### src/rtl/uart_pkg.sv
// Shared UART definitions: frame state encoding and parity-mode constants.
// Used by the transmit framer and the receiver.
package uart_pkg;

   typedef enum logic [2:0] {
      IDLE   = 3'd0,
      START  = 3'd1,
      DATA   = 3'd2,
      PARITY = 3'd3,
      STOP   = 3'd4
   } uart_state_e;

   localparam int unsigned PAR_NONE = 0;
   localparam int unsigned PAR_ODD  = 1;
   localparam int unsigned PAR_EVEN = 2;

   localparam int unsigned BAUD_CNT_W = 20;

endpackage

### src/rtl/uart_baud_gen.sv
// Bit-period generator: counts 0..CLK_DIV-1 while enabled and flags the last cycle.
// The counter is held at zero while en is low.
module uart_baud_gen
   import uart_pkg::*;
#(
   parameter int unsigned CLK_DIV = 5208
) (
   input  logic clk,
   input  logic rst,
   input  logic en,
   output logic tick
);

   localparam logic [BAUD_CNT_W-1:0] CntLast = BAUD_CNT_W'(CLK_DIV - 1);

   logic [BAUD_CNT_W-1:0] cnt_q;

   assign tick = en && (cnt_q == CntLast);

   always_ff @(posedge clk or negedge rst) begin
      if (!rst) begin
         cnt_q <= '0;
      end else if (!en || tick) begin
         cnt_q <= '0;
      end else begin
         cnt_q <= cnt_q + BAUD_CNT_W'(1);
      end
   end

endmodule

### src/rtl/uart_tx_frame.sv
// UART transmit framer: start, DATA_BITS LSB-first, optional parity, STOP_BITS stop bits.
// Parity support is compiled in only when UART_TX_PARITY_EN is defined.
module uart_tx_frame
   import uart_pkg::*;
#(
   parameter int unsigned CLK_DIV     = 5208,
   parameter int unsigned DATA_BITS   = 8,
   parameter int unsigned STOP_BITS   = 1,
   parameter int unsigned PARITY_MODE = 0
) (
   input  logic                 clk,
   input  logic                 rst,
   input  logic [DATA_BITS-1:0] tx_data,
   input  logic                 tx_valid,
   output logic                 tx_ready,
   output logic                 txd,
   output logic                 tx_busy,
   output logic                 tx_done
);

   localparam int unsigned CntW = 4;
   localparam logic [CntW-1:0] DataLast = CntW'(DATA_BITS - 1);
   localparam logic [CntW-1:0] StopLast = CntW'(STOP_BITS - 1);

   uart_state_e          state_q;
   logic [DATA_BITS-1:0] shift_q;
   logic [CntW-1:0]      bit_cnt_q;
   logic                 tick;
   logic                 par_bit;

`ifdef UART_TX_PARITY_EN
   localparam bit ParOn  = (PARITY_MODE == PAR_ODD) || (PARITY_MODE == PAR_EVEN);
   localparam bit ParInv = (PARITY_MODE == PAR_ODD);
   logic par_q;
   assign par_bit = par_q;
`else
   // Parity never sent in this build; PARITY_MODE only kept for a uniform parameter list.
   localparam bit ParOn = 1'b0 && (PARITY_MODE != PAR_NONE);
   assign par_bit = 1'b1;
`endif

   assign tx_ready = (state_q == IDLE);
   assign tx_busy  = (state_q != IDLE);

   uart_baud_gen #(
      .CLK_DIV(CLK_DIV)
   ) u_baud (
      .clk  (clk),
      .rst  (rst),
      .en   (tx_busy),
      .tick (tick)
   );

   always_ff @(posedge clk or negedge rst) begin
      if (!rst) begin
         state_q   <= IDLE;
         txd       <= 1'b1;
         tx_done   <= 1'b0;
         shift_q   <= '0;
         bit_cnt_q <= '0;
`ifdef UART_TX_PARITY_EN
         par_q     <= 1'b0;
`endif
      end else begin
         tx_done <= 1'b0;
         unique case (state_q)
            IDLE: begin
               if (tx_valid) begin
                  state_q   <= START;
                  txd       <= 1'b0;
                  shift_q   <= tx_data;
                  bit_cnt_q <= '0;
`ifdef UART_TX_PARITY_EN
                  par_q     <= (^tx_data) ^ ParInv;
`endif
               end
            end
            START: begin
               if (tick) begin
                  state_q <= DATA;
                  txd     <= shift_q[0];
               end
            end
            DATA: begin
               if (tick) begin
                  if (bit_cnt_q == DataLast) begin
                     bit_cnt_q <= '0;
                     if (ParOn) begin
                        state_q <= PARITY;
                        txd     <= par_bit;
                     end else begin
                        state_q <= STOP;
                        txd     <= 1'b1;
                     end
                  end else begin
                     // Bit 1 becomes the new LSB as the register shifts this edge.
                     txd       <= shift_q[1];
                     shift_q   <= shift_q >> 1;
                     bit_cnt_q <= bit_cnt_q + CntW'(1);
                  end
               end
            end
            PARITY: begin
               if (tick) begin
                  state_q <= STOP;
                  txd     <= 1'b1;
               end
            end
            STOP: begin
               if (tick) begin
                  if (bit_cnt_q == StopLast) begin
                     state_q   <= IDLE;
                     tx_done   <= 1'b1;
                     bit_cnt_q <= '0;
                  end else begin
                     bit_cnt_q <= bit_cnt_q + CntW'(1);
                  end
               end
            end
            default: begin
               state_q <= IDLE;
               txd     <= 1'b1;
            end
         endcase
      end
   end

endmodule
### config.mk
export PLATFORM = sky130hd
export DESIGN_NAME = uart_tx_frame
export DESIGN_NICKNAME = d
export VERILOG_FILES = /design/src/rtl/uart_pkg.sv /design/src/rtl/uart_baud_gen.sv /design/src/rtl/uart_tx_frame.sv
export SDC_FILE = /design/constraint.sdc
export NUM_CORES = 1
export LEC_CHECK = 0
export CAP_MARGIN = 20
export CORE_MARGIN = 3
export CORE_UTILIZATION = 40
export DETAILED_ROUTE_END_ITERATION = 6
export PLACE_DENSITY = 0.56
export SKIP_LAST_GASP = 1
export SYNTH_ARGS = -nofsm -noshare
export SYNTH_HDL_FRONTEND = slang
export SYNTH_SLANG_ARGS = --single-unit
### constraint.sdc
create_clock -name clk -period 4.1 [get_ports clk]
set_clock_uncertainty 0.1 [all_clocks]
set_input_delay 0.615 -clock clk [delete_from_list [all_inputs] [get_ports clk]]
set_output_delay 0.615 -clock clk [all_outputs]
set_load 0.005 [all_outputs]
== Word-level counts from Yosys, hierarchy flattened ==
Cells that the tools add are included.

* Register bits after elaboration: 37
* Input bits: 11
* Logic and storage cells: 63

* Add/subtract/negate cells: 2
* Equal/unequal tests: 14
* Muxes and demuxes: 28
* Bitwise logic cells: 1
* Reduce and logical (&&, ||, !) cells: 12

{| class="wikitable"
|+ Operators with widths
! cell !! number
|-
| $mux W8 || 3
|-
| $mux W3 || 7
|-
| $add A20 B1 Y20 const B || 1
|-
| $eq A20 B13 Y1 const B || 1
|-
| $mux W20 || 1
|-
| $mux W4 || 5
|-
| $pmux W8 S2 || 1
|-
| $pmux W3 S5 || 1
|-
| $pmux W4 S3 || 1
|-
| $mux W1 || 8
|-
| $ne A2 B1 Y1 const B || 4
|-
| $ne A2 B2 Y1 const B || 4
|-
| $reduce_and A4 Y1 || 2
|-
| $reduce_and A7 Y1 || 1
|-
| $eq A3 B2 Y1 const B || 2
|-
| $reduce_bool A3 Y1 || 2
|-
| $pmux W1 S5 || 1
|-
| $reduce_and A5 Y1 || 1
|-
| $add A4 B1 Y4 const B || 1
|-
| $eq A4 B3 Y1 const B || 1
|-
| $logic_not A4 Y1 || 1
|-
| $eq A3 B1 Y1 const B || 1
|-
| $eq A3 B3 Y1 const B || 1
|-
| $logic_not A3 Y1 || 1
|-
| other kinds (5) || 5
|}

== Depth between registers and ports, before layout ==
* Word-level depth: 4
* Depth in mapped cells: 8
* Depth with buffers taken out: 7

== Modules after synthesis ==
From an unflattened synthesis, not the netlist that was laid out.

* Cell total of the unflattened synthesis: 204
* Area, all modules: 2029.4 um^2

{| class="wikitable"
|+ By module, submodules not included
! module !! times used !! cells each !! area an instance (um^2) !! seq. area each (um^2)
|-
| uart_baud_gen || 1 || 104 || 1042.2 || 500.5
|-
| uart_tx_frame || 1 || 100 || 987.2 || 426.7
|}

== Worst setup path before layout ==
Ideal clock, no wire load.

* Path type: register to register
* Start: reg u_baud.cnt_q[14]
* End: reg shift_q[2]
* Setup time: 119 ps
* Arrival: 1798 ps
* Data required time: 3881 ps
* Path slack: 2084 ps
* Cell stages (with the launch flop): 6
* Path through: dfrtp_1 -> or4b_1 -> nor4_4 -> nand4b_2 -> o22a_2 -> o21a_1

* Longest elaborated chain between the ends: 4

{| class="wikitable"
|+ Ends and longest elaborated chain
! element !! line !! RTL
|-
| start: declaration || uart_baud_gen.sv:16 || <nowiki>logic [BAUD_CNT_W-1:0] cnt_q;</nowiki>
|-
| start signal: assignment || uart_baud_gen.sv:26 || <nowiki>cnt_q <= cnt_q + BAUD_CNT_W'(1);</nowiki>
|-
| $eq A20 B13 Y1 || uart_baud_gen.sv:18 || <nowiki>assign tick = en && (cnt_q == CntLast);</nowiki>
|-
| $logic_and A1 B1 Y1 || uart_baud_gen.sv:18 ||
|-
| $ne A2 B1 Y1 (no source line) || -- ||
|-
| $reduce_and A4 Y1 (no source line) || -- ||
|-
| end signal: assignment || uart_tx_frame.sv:71 || <nowiki>shift_q <= tx_data;</nowiki>
|-
| end signal: assignment || uart_tx_frame.sv:98 || <nowiki>shift_q <= shift_q >> 1;</nowiki>
|-
| end: declaration || uart_tx_frame.sv:26 || <nowiki>logic [DATA_BITS-1:0] shift_q;</nowiki>
|}

Every way passes these cells.
A chain may end at the register's enable or synchronous reset.

== Worst setup path in the final report ==
* Start: reg state_q[0]
* End: out tx_ready

* Longest elaborated chain between the ends: 1

{| class="wikitable"
|+ Ends and longest elaborated chain
! element !! line !! RTL
|-
| start: declaration || uart_tx_frame.sv:25 || <nowiki>uart_state_e state_q;</nowiki>
|-
| start signal: assignment || uart_tx_frame.sv:56 || <nowiki>state_q <= IDLE;</nowiki>
|-
| start signal: assignment || uart_tx_frame.sv:69 || <nowiki>state_q <= START;</nowiki>
|-
| start signal: assignment || uart_tx_frame.sv:80 || <nowiki>state_q <= DATA;</nowiki>
|-
| $logic_not A3 Y1 || uart_tx_frame.sv:42 || <nowiki>assign tx_ready = (state_q == IDLE);</nowiki>
|-
| end: declaration || uart_tx_frame.sv:15 || <nowiki>output logic tx_ready,</nowiki>
|}

Every way passes these cells.

==> results.sh <==
export IMPL_antenna_left=0
export IMPL_clockBufferDepth=2
export IMPL_drv_slew=0
export IMPL_ys_types=41
export IMPL_power_switching_uw=142.6
export IMPL_via_per_inst=5.667
export IMPL_fmax_mhz=389.5
export IMPL_ios=15
export IMPL_cts_root_buf="clkbuf_8"
export IMPL_p_clk_share_pct=46.3
export IMPL_fin_nets=228
export IMPL_seq_power_share_pct=51.0
export IMPL_dp_hpwl_mm=2.724
export IMPL_numCtsBuffers=5
export IMPL_p_leak_uw=0.0009531
export IMPL_cp_arrival_ps=1850
export IMPL_syn_area_per_cell_um2=9.716
export IMPL_postCtsResizedCells=0
export IMPL_num_rows=24
export IMPL_r2r_cells=5
export IMPL_holdPathStages=1
export IMPL_end_kind="primary output"
export IMPL_antenna_found_initial=0
export IMPL_synthFlopType="dfrtp_1"
export IMPL_comb_power_share_pct=2.6
export IMPL_syn_area_um2=1904
export IMPL_final_setup_tns_ps=0
export IMPL_grt_total_usage_pct=15.02
export IMPL_drv_cap=0
export IMPL_powerDensity_nw_per_um2=321.7
export IMPL_hold_class="register to register"
export IMPL_drt_wl_total_mm=3.825
export IMPL_cts_hold_buf=0
export IMPL_overflow=0
export IMPL_cts_sinks=37
export IMPL_drt_drc_violations_left=0
export IMPL_core_area_um2=4474
export IMPL_crit_type="register to primary output"
export IMPL_firstDrtPassIters=4
export IMPL_synth_area_leaders="dfrtp_1, nor2_1, xor2_1, nand3_1, xnor2_1"
export IMPL_die_h_um=75
export IMPL_instances_no_fill=267
export IMPL_synthCells=196
export IMPL_post_route_period_util_pct=62.63
export IMPL_num_antenna_cells=0
export IMPL_grt_setup_unrepaired="no"
export IMPL_postCtsSetupBuffers=0
export IMPL_ys_seq_area_share_pct=48.69
export IMPL_drive_gt1_share_pct=7.442
export IMPL_grt_max_degree=38
export IMPL_areaGrowthSynthToFinish_pct=16.62
export IMPL_syn_num_nets=210
export IMPL_grt_pass1_wl_mm=6.520
export IMPL_path_clk_slew_ps=80
export IMPL_period_needed_ps=2568
export IMPL_yosys_area_top_type="dfrtp_1"
export IMPL_fillerInstances=397
export IMPL_grt_pass1_vias=1424
export IMPL_place_congestion=0.8030
export IMPL_required_ps=3380
export IMPL_outcome="completed"
export IMPL_seqCellArea_um2=927.1
export IMPL_die_width_um=75
export IMPL_synth_edf_count=0
export IMPL_ys_seq_elements=37
export IMPL_start_util_pct=42.56
export IMPL_htreeDepth=2
export IMPL_clk_latency_ps=290
export IMPL_multi_input_area_um2=942.2
export IMPL_die_area_um2=5625
export IMPL_synth_top_cell_area_share_pct=47.31
export IMPL_synthArstFlopShare_pct=100.0
export IMPL_drt_iter0_drc=109
export IMPL_power_switching_share_pct=19.95
export IMPL_worst_pin_slew_ps=658.3
export IMPL_dp_cells=259
export IMPL_cts_tree="yes"
export IMPL_yosysWarnings=0
export IMPL_p_int_uw=572.0
export IMPL_peakVddDrop_mv=0.1630
export IMPL_hold_viol_final=0
export IMPL_path_max_fanout=8
export IMPL_dr_total_vias=1513
export IMPL_setup_violations=0
export IMPL_routedWlPerCell_um=14.33
export IMPL_cp_start_kind="register"
export IMPL_relSlewSlack_pct=55.78
export IMPL_io_buffer_count=14
==> cell families after synthesis <==
group	synth area share (%)
simple gates	27.46
flops	48.69
compound gates	11.76
xor+xnor	8.279
buf+inv	1.839
fa+ha+maj	1.971
==> worst max-delay path, stage by stage (launching register included) <==
cell and delay, ps:
dfrtp_1 460, nor2_1 280, nand2_1 170, inv_1 140, clkdlybuf4s50_1 510
==> cell type report <==
cell class / count / area share [%]
multi-input combinational: 150 / 42.42
sequential: 37 / 41.75
timing repair buffer: 15 / 6.648
clock buffer: 6 / 3.718
tap: 52 / 2.930
clock inverter: 2 / 1.690
inverter: 5 / 0.8451
==> registers in the layout, summed over array words and instances, names as in the netlist <==
signal	count
txd	1
u_baud.cnt_q	20
state_q	3
shift_q	8
bit_cnt_q	4
tx_done	1
==> power groups by stage <==
stage | logic [uW] | registers (uW) | clock network, uW
2_1_floorplan | 0.970 | 372 | 0
3_3_place_gp | 18.7 | 372 | 0
3_5_place_dp | 19.4 | 372 | 0
4_1_cts | 19.6 | 365 | 342
5_1_grt | 20.6 | 365 | 357
6_report | 18.8 | 365 | 331
==> stage by stage <==
step | setup WS (ps) | hold WS (ps) | area [um^2] | power, uW | util (%)
final | 1532 | 376.1 | 2221 | 714.5 | 49.64
after global routing | 1395 | 402.2 | 2221 | 742.2 | 49.64
after CTS | 1512 | 376.3 | 2221 | 726.0 | 49.64
after detailed placement | 1828 | 362.8 | 2101 | 391.3 | 46.95
after global placement | 1917 | 347.0 | 2101 | 390.6 | 46.95
after floorplan | 2084 | 219.4 | 1904 | 372.9 | -
==> final timing paths <==
kind,start,end,slack [ps]
max,state_q[0]$_DFFE_PN0P_,tx_ready,1530
min,u_baud.cnt_q[0]$_DFF_PN0_,u_baud.cnt_q[0]$_DFF_PN0_,380
min reg2reg,u_baud.cnt_q[0]$_DFF_PN0_,u_baud.cnt_q[0]$_DFF_PN0_,380
max in group asynchronous,rst,txd$_DFFE_PN1P_,2890
min in group asynchronous,rst,shift_q[3]$_DFFE_PN0P_,650
max reg2reg,u_baud.cnt_q[14]$_DFF_PN0_,shift_q[5]$_DFFE_PN0P_,1930
==> per-layer routing <==
layer,part of all wire (%),vias up,global-route usage (%)
met1,48,730,19.56
li1,-,740,-
met5,0,-,0
met3,4.8,7,3.605
met4,1.4,0,5.336
met2,46,36,24.37
==> synthesized netlist by cell type (3+ instances only) <==
library cell / n
a21oi_1: 5
and3_1: 4
clkbuf_1: 3
dfrtp_1: 36
ha_1: 3
inv_1: 5
nand2_1: 18
nand3_1: 14
nand4_1: 5
nor2_1: 31
nor2b_1: 3
nor3_1: 5
o21a_1: 6
o21ai_0: 5
o22a_1: 5
xnor2_1: 8
xor2_1: 10
==> cell usage in the layout, fill, tap and decap left out, types with 4 or more instances in the layout <==
cell,n
nand4_1,5
nor2_1,31
inv_1,5
o22a_1,5
nand2_1,18
o21a_1,6
clkbuf_8,6
xnor2_1,8
o21ai_0,5
xor2_1,10
dfrtp_1,36
nor3_1,5
a21oi_1,5
and3_1,4
clkdlybuf4s50_1,14
nand3_1,14
Note: power is estimated with default switching activity, not from simulation.
